### config.mk
export PLATFORM = sky130hd
export DESIGN_NAME = ahb_master_flat
export DESIGN_NICKNAME = d
export VERILOG_FILES = /design/src/rtl/common_types_pkg.sv /design/src/rtl/ahb_bus_if.sv /design/src/rtl/ahb_master.sv /design/src/flat_wrapper.sv
export SDC_FILE = /design/constraint.sdc
export NUM_CORES = 1
export LEC_CHECK = 0
export ABC_AREA = 1
export BUFFER_PORTS_ARGS = -buffer_cell sky130_fd_sc_hd__buf_4
export CORE_ASPECT_RATIO = 1.1
export CORE_UTILIZATION = 45
export DETAILED_ROUTE_END_ITERATION = 8
export PLACE_DENSITY = 0.78
export SLEW_MARGIN = 20
export SYNTH_ARGS = -nofsm -noshare
export SYNTH_HDL_FRONTEND = slang
export SYNTH_SLANG_ARGS = --single-unit
### constraint.sdc
create_clock -name clk -period 10.9 [get_ports clk]
set_input_delay 2.725 -clock clk [delete_from_list [all_inputs] [get_ports clk]]
set_output_delay 2.725 -clock clk [all_outputs]
set_load 0.01 [all_outputs]
### src/rtl/common_types_pkg.sv
// Shared AHB-Lite types: transfer type, transfer size and an alignment helper.
package common_types_pkg;

   typedef enum logic [1:0] {
      TransIdle   = 2'b00,
      TransBusy   = 2'b01,
      TransNonseq = 2'b10,
      TransSeq    = 2'b11
   } htrans_t;

   typedef enum logic [1:0] {
      SizeByte    = 2'b00,
      SizeHalf    = 2'b01,
      SizeWord    = 2'b10,
      SizeIllegal = 2'b11
   } size_t;

   // True when the address is not naturally aligned to the transfer size.
   function automatic logic is_misaligned(input size_t size, input logic [1:0] addr_lsb);
      logic result;
      result = 1'b0;
      if (size == SizeHalf && addr_lsb[0]) result = 1'b1;
      if (size == SizeWord && addr_lsb != 2'b00) result = 1'b1;
      return result;
   endfunction

endpackage

### src/rtl/ahb_bus_if.sv
// AHB-Lite single-master bus bundle with master and slave views.
interface ahb_bus_if;
   import common_types_pkg::*;

   logic [31:0] haddr;
   htrans_t     htrans;
   size_t       hsize;
   logic        hwrite;
   logic [31:0] hwdata;
   logic [31:0] hrdata;
   logic        hready;
   logic        hresp;

   modport master (
      output haddr, htrans, hsize, hwrite, hwdata,
      input  hrdata, hready, hresp
   );

   modport slave (
      input  haddr, htrans, hsize, hwrite, hwdata,
      output hrdata, hready, hresp
   );

endinterface

### src/rtl/ahb_master.sv
// Single-transfer AHB-Lite master: one request in, one NONSEQ transfer out, one response back.
// Optional macro AHB_MASTER_ALIGN_CHECK_EN rejects misaligned requests locally with an error.
module ahb_master
   import common_types_pkg::*;
#(
   parameter int unsigned TIMEOUT_CYCLES = 256
) (
   input  logic        clk,
   input  logic        rst,
   input  logic        req,
   output logic        req_ready,
   input  logic        req_write,
   input  logic [1:0]  req_size,
   input  logic [31:0] req_addr,
   input  logic [31:0] req_wdata,
   output logic        rsp_valid,
   output logic        rsp_err,
   output logic [31:0] rsp_rdata,
   ahb_bus_if.master   ahb
);

   typedef enum logic [1:0] {StIdle, StAddr, StData, StResp} state_t;

   localparam logic [15:0] TimeoutCnt = 16'(TIMEOUT_CYCLES);

   state_t      r_state;
   logic        r_req_ready;
   logic        r_rsp_valid;
   logic        r_rsp_err;
   logic [31:0] r_rsp_rdata;
   htrans_t     r_htrans;
   logic [31:0] r_haddr;
   size_t       r_hsize;
   logic        r_hwrite;
   logic [31:0] r_hwdata;
   logic [15:0] r_wait_cnt;

   logic        w_accept;
   logic        w_reject;
   logic [15:0] w_cnt_inc;

   assign w_accept  = req && r_req_ready;
   assign w_cnt_inc = r_wait_cnt + 16'd1;

   // Requests that must complete locally with an error and never touch the bus.
   always_comb begin
      w_reject = (size_t'(req_size) == SizeIllegal);
`ifdef AHB_MASTER_ALIGN_CHECK_EN
      if (is_misaligned(size_t'(req_size), req_addr[1:0])) w_reject = 1'b1;
`endif
   end

   // Transfer sequencer; every bus and response output is registered here.
   always_ff @(posedge clk or posedge rst) begin
      if (rst) begin
         r_state     <= StIdle;
         r_req_ready <= 1'b1;
         r_rsp_valid <= 1'b0;
         r_rsp_err   <= 1'b0;
         r_rsp_rdata <= '0;
         r_htrans    <= TransIdle;
         r_haddr     <= '0;
         r_hsize     <= SizeByte;
         r_hwrite    <= 1'b0;
         r_hwdata    <= '0;
         r_wait_cnt  <= '0;
      end else begin
         r_rsp_valid <= 1'b0;
         r_rsp_err   <= 1'b0;
         case (r_state)
            StIdle: begin
               if (w_accept) begin
                  r_req_ready <= 1'b0;
                  if (w_reject) begin
                     r_state     <= StResp;
                     r_rsp_valid <= 1'b1;
                     r_rsp_err   <= 1'b1;
                     r_rsp_rdata <= '0;
                  end else begin
                     // Bus-facing registers only move for transfers that are issued.
                     r_state  <= StAddr;
                     r_htrans <= TransNonseq;
                     r_haddr  <= req_addr;
                     r_hsize  <= size_t'(req_size);
                     r_hwrite <= req_write;
                     r_hwdata <= req_wdata;
                  end
               end
            end
            StAddr: begin
               if (ahb.hready) begin
                  r_state    <= StData;
                  r_htrans   <= TransIdle;
                  r_wait_cnt <= '0;
               end
            end
            StData: begin
               if (ahb.hready) begin
                  r_state     <= StResp;
                  r_rsp_valid <= 1'b1;
                  if (ahb.hresp) begin
                     // Second cycle of the two-cycle error response.
                     r_rsp_err   <= 1'b1;
                     r_rsp_rdata <= '0;
                  end else if (!r_hwrite) begin
                     r_rsp_rdata <= ahb.hrdata;
                  end
               end else begin
                  r_wait_cnt <= w_cnt_inc;
                  if (w_cnt_inc == TimeoutCnt) begin
                     r_state     <= StResp;
                     r_rsp_valid <= 1'b1;
                     r_rsp_err   <= 1'b1;
                     r_rsp_rdata <= '0;
                  end
               end
            end
            StResp: begin
               r_state     <= StIdle;
               r_req_ready <= 1'b1;
            end
            default: begin
               r_state     <= StIdle;
               r_req_ready <= 1'b1;
            end
         endcase
      end
   end

   assign req_ready  = r_req_ready;
   assign rsp_valid  = r_rsp_valid;
   assign rsp_err    = r_rsp_err;
   assign rsp_rdata  = r_rsp_rdata;
   assign ahb.htrans = r_htrans;
   assign ahb.haddr  = r_haddr;
   assign ahb.hsize  = r_hsize;
   assign ahb.hwrite = r_hwrite;
   assign ahb.hwdata = r_hwdata;

endmodule

### src/flat_wrapper.sv
// flat-port wrapper written by rule: the top's interface ports become plain ports
module ahb_master_flat import common_types_pkg::*;
#(
   parameter int unsigned TIMEOUT_CYCLES = 256
)
  (clk, rst, req, req_ready, req_write, req_size, req_addr, req_wdata, rsp_valid, rsp_err, rsp_rdata, ahb_haddr, ahb_htrans, ahb_hsize, ahb_hwrite, ahb_hwdata, ahb_hrdata, ahb_hready, ahb_hresp);
  ahb_bus_if ahb_i ();
  input  logic clk;
  input  logic rst;
  input  logic req;
  output logic req_ready;
  input  logic req_write;
  input  logic [1:0] req_size;
  input  logic [31:0] req_addr;
  input  logic [31:0] req_wdata;
  output logic rsp_valid;
  output logic rsp_err;
  output logic [31:0] rsp_rdata;
  output wire logic [$bits(ahb_i.haddr)-1:0] ahb_haddr;
  output wire logic [$bits(ahb_i.htrans)-1:0] ahb_htrans;
  output wire logic [$bits(ahb_i.hsize)-1:0] ahb_hsize;
  output wire logic [$bits(ahb_i.hwrite)-1:0] ahb_hwrite;
  output wire logic [$bits(ahb_i.hwdata)-1:0] ahb_hwdata;
  input wire logic [$bits(ahb_i.hrdata)-1:0] ahb_hrdata;
  input wire logic [$bits(ahb_i.hready)-1:0] ahb_hready;
  input wire logic [$bits(ahb_i.hresp)-1:0] ahb_hresp;
  assign ahb_haddr = ahb_i.haddr;
  assign ahb_htrans = ahb_i.htrans;
  assign ahb_hsize = ahb_i.hsize;
  assign ahb_hwrite = ahb_i.hwrite;
  assign ahb_hwdata = ahb_i.hwdata;
  assign ahb_i.hrdata = ahb_hrdata;
  assign ahb_i.hready = ahb_hready;
  assign ahb_i.hresp = ahb_hresp;
  ahb_master #(.TIMEOUT_CYCLES(TIMEOUT_CYCLES)) u_core (.clk(clk), .rst(rst), .req(req), .req_ready(req_ready), .req_write(req_write), .req_size(req_size), .req_addr(req_addr), .req_wdata(req_wdata), .rsp_valid(rsp_valid), .rsp_err(rsp_err), .rsp_rdata(rsp_rdata), .ahb(ahb_i));
endmodule
Word-level counts from Yosys, hierarchy flattened

Index checks and enable logic that the tools add are counted.

Register bits after elaboration: 122
Logic and storage cells: 67
Output and inout port bits: 104
Input bits: 104

Bitwise logic cells: 1
Reductions and logical operators: 12
Multiplexer cells: 30
Equal/unequal tests: 12
Add/sub/neg operators: 1

Operator list:

| operator                                                          | number |
|---|---|
| 32-bit 2-to-1 mux                                                 | 6 |
| 32-bit case mux with 2 select lines                               | 1 |
| 16-bit 2-to-1 mux                                                 | 2 |
| 16-bit case mux with 2 select lines                               | 1 |
| 16-bit by 1-bit adder with 16-bit output (second input constant)  | 1 |
| 16-bit by 9-bit == test with 1-bit output (second input constant) | 1 |
| 2-bit 2-to-1 mux                                                  | 8 |
| 3-bit AND reduction                                               | 3 |
| 2-bit case mux with 4 select lines                                | 1 |
| 2-bit nonzero test                                                | 4 |
| 1-bit 2-to-1 mux                                                  | 7 |
| 2-bit == test (second input constant)                             | 3 |
| 2-bit != test (second input constant)                             | 3 |
| 1-bit case mux with 2 select lines                                | 3 |
| 5-bit AND reduction                                               | 1 |
| 2-bit by 1-bit != test with 1-bit output (second input constant)  | 2 |
| 4-bit != test (second input constant)                             | 1 |
| 2-bit case mux with 2 select lines                                | 1 |
| 4-bit AND reduction                                               | 1 |
| 3-bit by 2-bit != test with 1-bit output (second input constant)  | 1 |
| 2-bit by 1-bit == test with 1-bit output (second input constant)  | 1 |
| 2-bit logical NOT                                                 | 1 |
| 2-bit AND reduction                                               | 1 |
| 1-bit logical AND                                                 | 1 |
| 1-bit NOT                                                         | 1 |

Logic depth before layout (Yosys ltp)

Gate-level depths: netlist of run 1.

Depth after elaboration: 5
Depth in mapped cells: 15
Depth with buffers taken out: 14

Worst setup path after synthesis of run 1

No wires, ideal clock.

Path kind: input-to-reg
Start point: input port req
End point: register u_core.r_haddr[0], in the netlist u_core.ahb.haddr[0]
Cell stages on the path: 6
Path buffers: 2
Required time: 10.775 ns
Arrival time: 3.855 ns
Library setup time: 0.125 ns
Setup slack: 6.921 ns
Path through: nand2_1 -> nor2_1 -> nand2_1 -> clkbuf_1 -> buf_2 -> mux2_2

Cells in the longest elaborated chain, start to end: 2

Ends and longest elaborated chain:

| item                          | RTL line           | source |
|---|---|---|
| from (decl)                   | flat_wrapper.sv:10 | `input logic req;` |
| 1-bit logical AND             | ahb_master.sv:42   | `assign w_accept = req && r_req_ready;` |
| 3-bit AND reduction (no line) | --                 |  |
| to (signal assigned)          | ahb_master.sv:83   | `r_haddr <= req_addr;` |
| to (decl)                     | ahb_master.sv:32   | `logic [31:0] r_haddr;` |

Every way passes these cells.
A chain may end at the register's enable or synchronous reset.

Worst setup path in the final report of run 1

Start point: input port req_size[0]
End point: register u_core.r_rsp_rdata[1], in the netlist u_core.rsp_rdata[1]

Cells in the longest elaborated chain, start to end: 3

Ends and longest elaborated chain:

| item                                               | RTL line           | source |
|---|---|---|
| from (decl)                                        | flat_wrapper.sv:13 | `input logic [1:0] req_size;` |
| 2-bit == test                                      | ahb_master.sv:47   | `w_reject = (size_t'(req_size) == SizeIllegal);` |
| 2-bit by 1-bit != test with 1-bit output (no line) | --                 |  |
| 5-bit AND reduction (no line)                      | --                 |  |
| to (signal assigned)                               | ahb_master.sv:106  | `r_rsp_rdata <= ahb.hrdata;` |
| to (decl)                                          | ahb_master.sv:30   | `logic [31:0] r_rsp_rdata;` |

Every way passes these cells.

==> results.yml, run 1 <==
outcome:
  status: "finished clean"
yosys:
  ys.flop_type: "dfrtp_1"
  yosysMostFrequentCell: "nand2_1"
  yosysUniqueCellTypes: 27
  synth_top_area_cell: "dfrtp_1"
  synth_edf_count: 0
  synth_nets: 670
  synth_mux_area_frac: 0.135
  synth_top_area_share: 0.553
  yosys-top-cells-area: "dfrtp_1 55%, mux2_2 13%, nand2_1 9.7%, nand3_1 4.3%, inv_1 4.1%"
  seq_area_frac_synth: 0.558
  synth_compound_area_frac: 0.0270
  synth_commonest_cells: "141 x nand2_1, 120 x dfrtp_1, 65 x mux2_2"
  synthSimpleGateAreaFrac: 0.201
  yosysWarningCount: 0
  synth-seq-cells: 121
  synth_top_family_by_area: "simple AND/OR/NAND/NOR gates"
  synth_fa_ha_area_frac: 0.0138
  syn-cell-area_um2: 5430
  synthArstFlopShare: 1.00
  syn-mean-instance-area_um2: 9.70
  synth-xor-area-share: 0
  syn_inst: 560
sta:
  hold_viol_final: 0
  fmax_mhz: 253
  slew_headroom: 0.297
  worstMarginPinSlew_ns: 1.05
  setup_violations: 0
  rsz0062_at_grt: "false"
  slew_violations: 0
  final.setup_skew_ns: 0.00702
  fin_crit_ns: 3.95
  fin_crit_sh: 0.362
  finalSetupTns_ns: 0
critical_path:
  required_ns: 11.19
  reg2reg_from: "u_core.r_wait_cnt[0]"
  startpoint: "req_size[0]"
  endpoint: "u_core.rsp_rdata[1]"
  reg2reg_slack_ns: 8.38
  arrival_ns: 4.24
  cp_max_fo: 33
  r2r_end: "u_core.rsp_rdata[1]"
  reg2regPathDepth: 14
  worst_setup_path_start_kind: "input port"
  cp-end-kind: "flop"
  path_class: "input port to flop"
clock_network:
  path_clk_slew_ns: 0.06
  holdBufCountCts: 0
  cts-root-buf: "clkbuf_16"
  cts_buffers: 17
  clockBufferDepth: 2
  cts_tree: "yes"
  cts.sinks: 121
  htreeDepth: 4
  cts_resized: 0
  clk_latency_ns: 0.40
  post_cts_buffers: 0
route:
  drt-initial-drc-count: 216
  post_drt_wl_per_cell_um: 14.9
  via_per_inst: 5.03
  route.detailed.drc: 0
  postRouteAntennaNets: 0
  vias: 4668
  dr.pass1.iters: 5
  drt-total-wl_um: 13900
pwr:
  switchingPower_uw: 708
  leakagePower_uw: 0.00408
  power_frac_seq: 0.353
  comb_power_share: 0.361
  internal_power_uw: 1410
  peakVddDrop_mv: 0.151
  power_density_nw_per_um2: 275
  power_uw: 2120
  p_sw_frac: 0.335
  clkPwrFrac: 0.286
grt:
  grt_pass1_wl_um: 22000
  grt_max_degree: 68
  grt_use_total: 0.226
  antenna_found_initial: 0
  grt_overflow_total: 0
  first_global_vias: 4754
floorplan:
  die_w_um: 107
  die_area_um2: 12500
  start_util: 0.468
  die_h_um: 117
  num_io_pins: 208
  num_rows: 41
  coreArea_um2: 11600
placed_design:
  port-buffer-count: 206
  place_hpwl_um: 9600
  gp_congestion: 0.878
cells_and_area:
  final_nets: 875
  syn_to_final_growth_pct: 41.9
  final_util: 0.665
  n_antenna_cell: 0
  drive_gt1_frac: 0.407
flow_run:
  maxCapViolations: 0
worst_hold_path:
  hold_path.class: "flop to flop"
  whs_path_depth: 2
layout make-up:
type,instances,area [um^2]
Fill cell,909,3890
Sequential cell,121,3030
Multi-Input combinational cell,357,2050
Timing Repair Buffer,208,1560
Clock buffer,19,453
Inverter,60,228
Clock inverter,13,193
Tap cell,150,188
state kept, by name, summed over array words and instances (netlist names):
name               flops
u_core.ahb.haddr      32
u_core.ahb.hwdata     32
u_core.rsp_rdata      32
u_core.r_wait_cnt     16
u_core.ahb.hsize       2
u_core.r_state         2
u_core.ahb.htrans      1
u_core.ahb.hwrite      1
u_core.req_ready       1
u_core.rsp_err         1
u_core.rsp_valid       1
critical path, cell delays in order:
cell      delay (ns)
buf_4           0.09
nand2_1         0.11
nand2_1         0.11
o2111a_2        0.64
nand2_4         0.33
nand2_1         0.15
nand2_1         0.06
cell families after synthesis:
family / count (synthesis)
simple gates: 260
flops: 121
buf+inv: 82
other cells: 1
fa+ha+maj: 6
compound gates: 25
mux: 65
power groups by stage:
stage | Sequential (uW) | Combinational (uW) | Clock, uW
after floorplan | 801 | 358 | 0
after global placement | 740 | 741 | 0
after detailed placement | 748 | 763 | 0
after CTS | 748 | 770 | 616
after global routing | 771 | 834 | 639
final | 748 | 764 | 606
routing by layer:
metal  vias to the layer above  track usage  part of all wire
met5                         -            0                 0
met1                      2244        0.255              0.37
met3                        29       0.0781             0.074
met2                       190        0.399              0.54
li1                       2205            -                 -
met4                         0       0.0813             0.019
worst min-delay path by stage:
stage	end	slack, ns	from
after detailed placement	u_core.rsp_rdata[27]	0.47	u_core.rsp_rdata[27]
after global placement	u_core.rsp_rdata[7]	0.46	u_core.rsp_rdata[7]
after global routing	u_core.rsp_rdata[18]	0.50	u_core.rsp_rdata[18]
after floorplan	u_core.req_ready	0.48	u_core.req_ready
after CTS	u_core.rsp_rdata[27]	0.48	u_core.rsp_rdata[27]
final	u_core.rsp_rdata[27]	0.47	u_core.rsp_rdata[27]
cell usage in the layout, fill, tap and decap left out, types with 2 or more instances in the layout:
| cell type | n |
|---|---|
| buf_4 | 208 |
| bufinv_16 | 4 |
| clkbuf_16 | 17 |
| clkbuf_8 | 2 |
| clkinv_4 | 4 |
| clkinvlp_4 | 2 |
| dfrtp_1 | 120 |
| ha_1 | 6 |
| inv_1 | 59 |
| inv_6 | 2 |
| mux2_2 | 65 |
| nand2_1 | 140 |
| nand2_2 | 3 |
| nand2_4 | 2 |
| nand3_1 | 47 |
| nand3b_1 | 2 |
| nand4_1 | 4 |
| nor2_1 | 57 |
| nor2_2 | 2 |
| o21ai_0 | 14 |
| o22ai_1 | 7 |
per-stage QoR:
step	cells	setup WS [ns]	cell area, um^2	hold slack [ns]
floorplan	560	4.96	5430	0.485
global placement	896	6.19	7060	0.457
detailed placement	896	6.11	7060	0.465
CTS	928	6.55	7700	0.480
global route	928	6.84	7700	0.498
finish	928	6.95	7700	0.474
Power figures use the tool's default switching activity.
==> run 2: changes to the inputs <==
--- a/config.mk
+++ b/config.mk
@@ -8,9 +8,9 @@
 export ABC_AREA = 1
 export BUFFER_PORTS_ARGS = -buffer_cell sky130_fd_sc_hd__buf_4
 export CORE_ASPECT_RATIO = 1.1
-export CORE_UTILIZATION = 45
+export CORE_UTILIZATION = 44
 export DETAILED_ROUTE_END_ITERATION = 8
-export PLACE_DENSITY = 0.78
+export PLACE_DENSITY = 0.8
 export SLEW_MARGIN = 20
 export SYNTH_ARGS = -nofsm -noshare
 export SYNTH_HDL_FRONTEND = slang
==> constraint.sdc (replaced) <==
create_clock -name clk -period 3.57 [get_ports clk]
set_input_delay 0.8925 -clock clk [delete_from_list [all_inputs] [get_ports clk]]
set_output_delay 0.8925 -clock clk [all_outputs]
set_load 0.01 [all_outputs]
==> results.yml, run 2 (synthesized netlist as in run 1, its figures left out) <==
pwr:
  leakagePower_uw: 0.00405
  power_density_nw_per_um2: 808
  peakVddDrop_mv: 0.462
  comb_power_share: 0.384
  switchingPower_uw: 2160
  p_sw_frac: 0.351
  power_frac_seq: 0.369
  internal_power_uw: 4010
  clkPwrFrac: 0.247
route:
  vias: 4588
  via_per_inst: 4.91
  post_drt_wl_per_cell_um: 14.7
  drt-total-wl_um: 13800
  postRouteAntennaNets: 0
  route.detailed.drc: 0
  dr.pass1.iters: 4
  drt-initial-drc-count: 269
critical_path:
  required_ns: 3.86
  crit_buf_inv: 0
  worst_setup_path_start_kind: "flop"
  crit_slowest_cell: "dfrtp_1"
  crit_family: "simple AND/OR/NAND/NOR gates"
  cp-end-kind: "flop"
  path_class: "flop to flop"
  slowest_delay_ns: 0.42
  reg2reg_from: "u_core.r_wait_cnt[0]"
  startpoint: "u_core.r_wait_cnt[0]"
  crit_chain: "ha_1 > nand3_2 > nor2_4 > nand2_2 > nand2_1 > nand2_1 > nor2_1 > nand2_1 > nor2_2 > nand2_2 > nand2_4 > nand2_4 > nand2_1 > nand2_1"
  arrival_ns: 2.84
  crit_path_frequent_cell: "nand2_1"
  cp_max_fo: 36
  reg2reg_slack_ns: 1.02
sta:
  finalSetupTns_ns: 0
  fin_crit_sh: 0.714
  hold_viol_final: 0
  setup_violations: 0
  fmax_mhz: 392
  slew_headroom: 0.474
  fin_crit_ns: 2.55
  rsz0062_at_grt: "false"
  worstMarginPinSlew_ns: 0.786
  final.setup_skew_ns: 0.0144
  slew_violations: 0
clock_network:
  cts_buffers: 17
  cts-root-buf: "clkbuf_16"
  cts_tree: "yes"
  path_clk_slew_ns: 0.05
  cts.sinks: 121
  cts_resized: 0
  holdBufCountCts: 0
  htreeDepth: 4
  post_cts_buffers: 0
  clockBufferDepth: 2
  clk_latency_ns: 0.41
floorplan:
  die_w_um: 108
  coreArea_um2: 12000
  die_area_um2: 12800
  die_h_um: 119
  start_util: 0.451
  num_io_pins: 208
  num_rows: 42
placed_design:
  place_hpwl_um: 9760
  placed_area_um2: 7100
  gp_congestion: 0.809
  port-buffer-count: 206
grt:
  first_global_vias: 4645
  grt_pass1_wl_um: 21900
  antenna_found_initial: 0
  grt_max_degree: 65
  grt_overflow_total: 0
  grt_use_total: 0.224
cells_and_area:
  drive_gt1_frac: 0.409
  register_area_um2: 3030
  final_nets: 878
  n_antenna_cell: 0
  multi_input_area_um2: 2050
  final.fill_count: 949
  final_common_cell: "buf_4"
  final_cell_mix: "210 x buf_4, 139 x nand2_1, 120 x dfrtp_1, 65 x mux2_2, 59 x inv_1"
  fin_area_um2: 7640
  syn_to_final_growth_pct: 40.6
outcome:
  status: "finished clean"
worst_hold_path:
  hold_path.class: "flop to flop"
  hp-start: "u_core.rsp_rdata[25]"
flow_run:
  maxCapViolations: 0
-- run 2: power groups by stage --
stage	Sequential [uW]	Clock [uW]	Combinational (uW)
after floorplan	2450	0	1090
after detailed placement	2280	0	2370
after CTS	2280	1560	2390
final	2280	1520	2370
after global routing	2340	1630	2580
after global placement	2250	0	2290
-- run 2: path summary, 6_finish.rpt --
kind                                   endpoint  cells past startpoint
min in group asynchronous   u_core.ahb.haddr[8]                      2
max in group asynchronous  u_core.ahb.haddr[27]                      3
setup / recovery           u_core.rsp_rdata[19]                     14
setup reg to reg           u_core.rsp_rdata[19]                     14
hold / removal             u_core.rsp_rdata[25]                      2
hold reg to reg            u_core.rsp_rdata[25]                      2
-- run 2: final cells by class --
type / count / share of cell area
clock buffers: 18 / 0.0575
clock inverters: 13 / 0.0128
flip-flops and latches: 121 / 0.397
inverters: 60 / 0.0300
well taps: 154 / 0.0252
multi-input cells: 357 / 0.269
repair buffers: 211 / 0.209
-- run 2: worst register-to-register path: stages, from the launching register on --
cell and delay [ns]:
dfrtp_1 0.42, ha_1 0.24, nand3_2 0.14, nor2_4 0.19, nand2_2 0.08, nand2_1 0.06
nand2_1 0.07, nor2_1 0.11, nand2_1 0.08, nor2_2 0.12, nand2_2 0.09, nand2_4 0.31
nand2_4 0.30, nand2_1 0.16, nand2_1 0.06
-- run 2: metal layers --
metal / wire, um / share of wire / GRT usage / vias up
li1: - / - / - / 2207
met1: 5090 / 0.37 / 0.240 / 2189
met2: 7320 / 0.53 / 0.393 / 173
met3: 1110 / 0.080 / 0.0905 / 19
met4: 253 / 0.018 / 0.0788 / 0
met5: 0 / 0 / 0 / -
-- run 2: through the flow --
| stage | total power (uW) | hold WS, ns | utilization | setup slack [ns] | instances |
|---|---|---|---|---|---|
| 2_1_floorplan | 3540 | 0.485 | - | 1.19 | 560 |
| 6_report | 6170 | 0.471 | 0.635 | 1.02 | 934 |
| 4_1_cts | 6230 | 0.474 | 0.635 | 1.02 | 934 |
| 3_3_place_gp | 4540 | 0.455 | 0.590 | 0.959 | 903 |
| 3_5_place_dp | 4650 | 0.461 | 0.590 | 0.899 | 903 |
| 5_1_grt | 6540 | 0.500 | 0.635 | 0.819 | 934 |
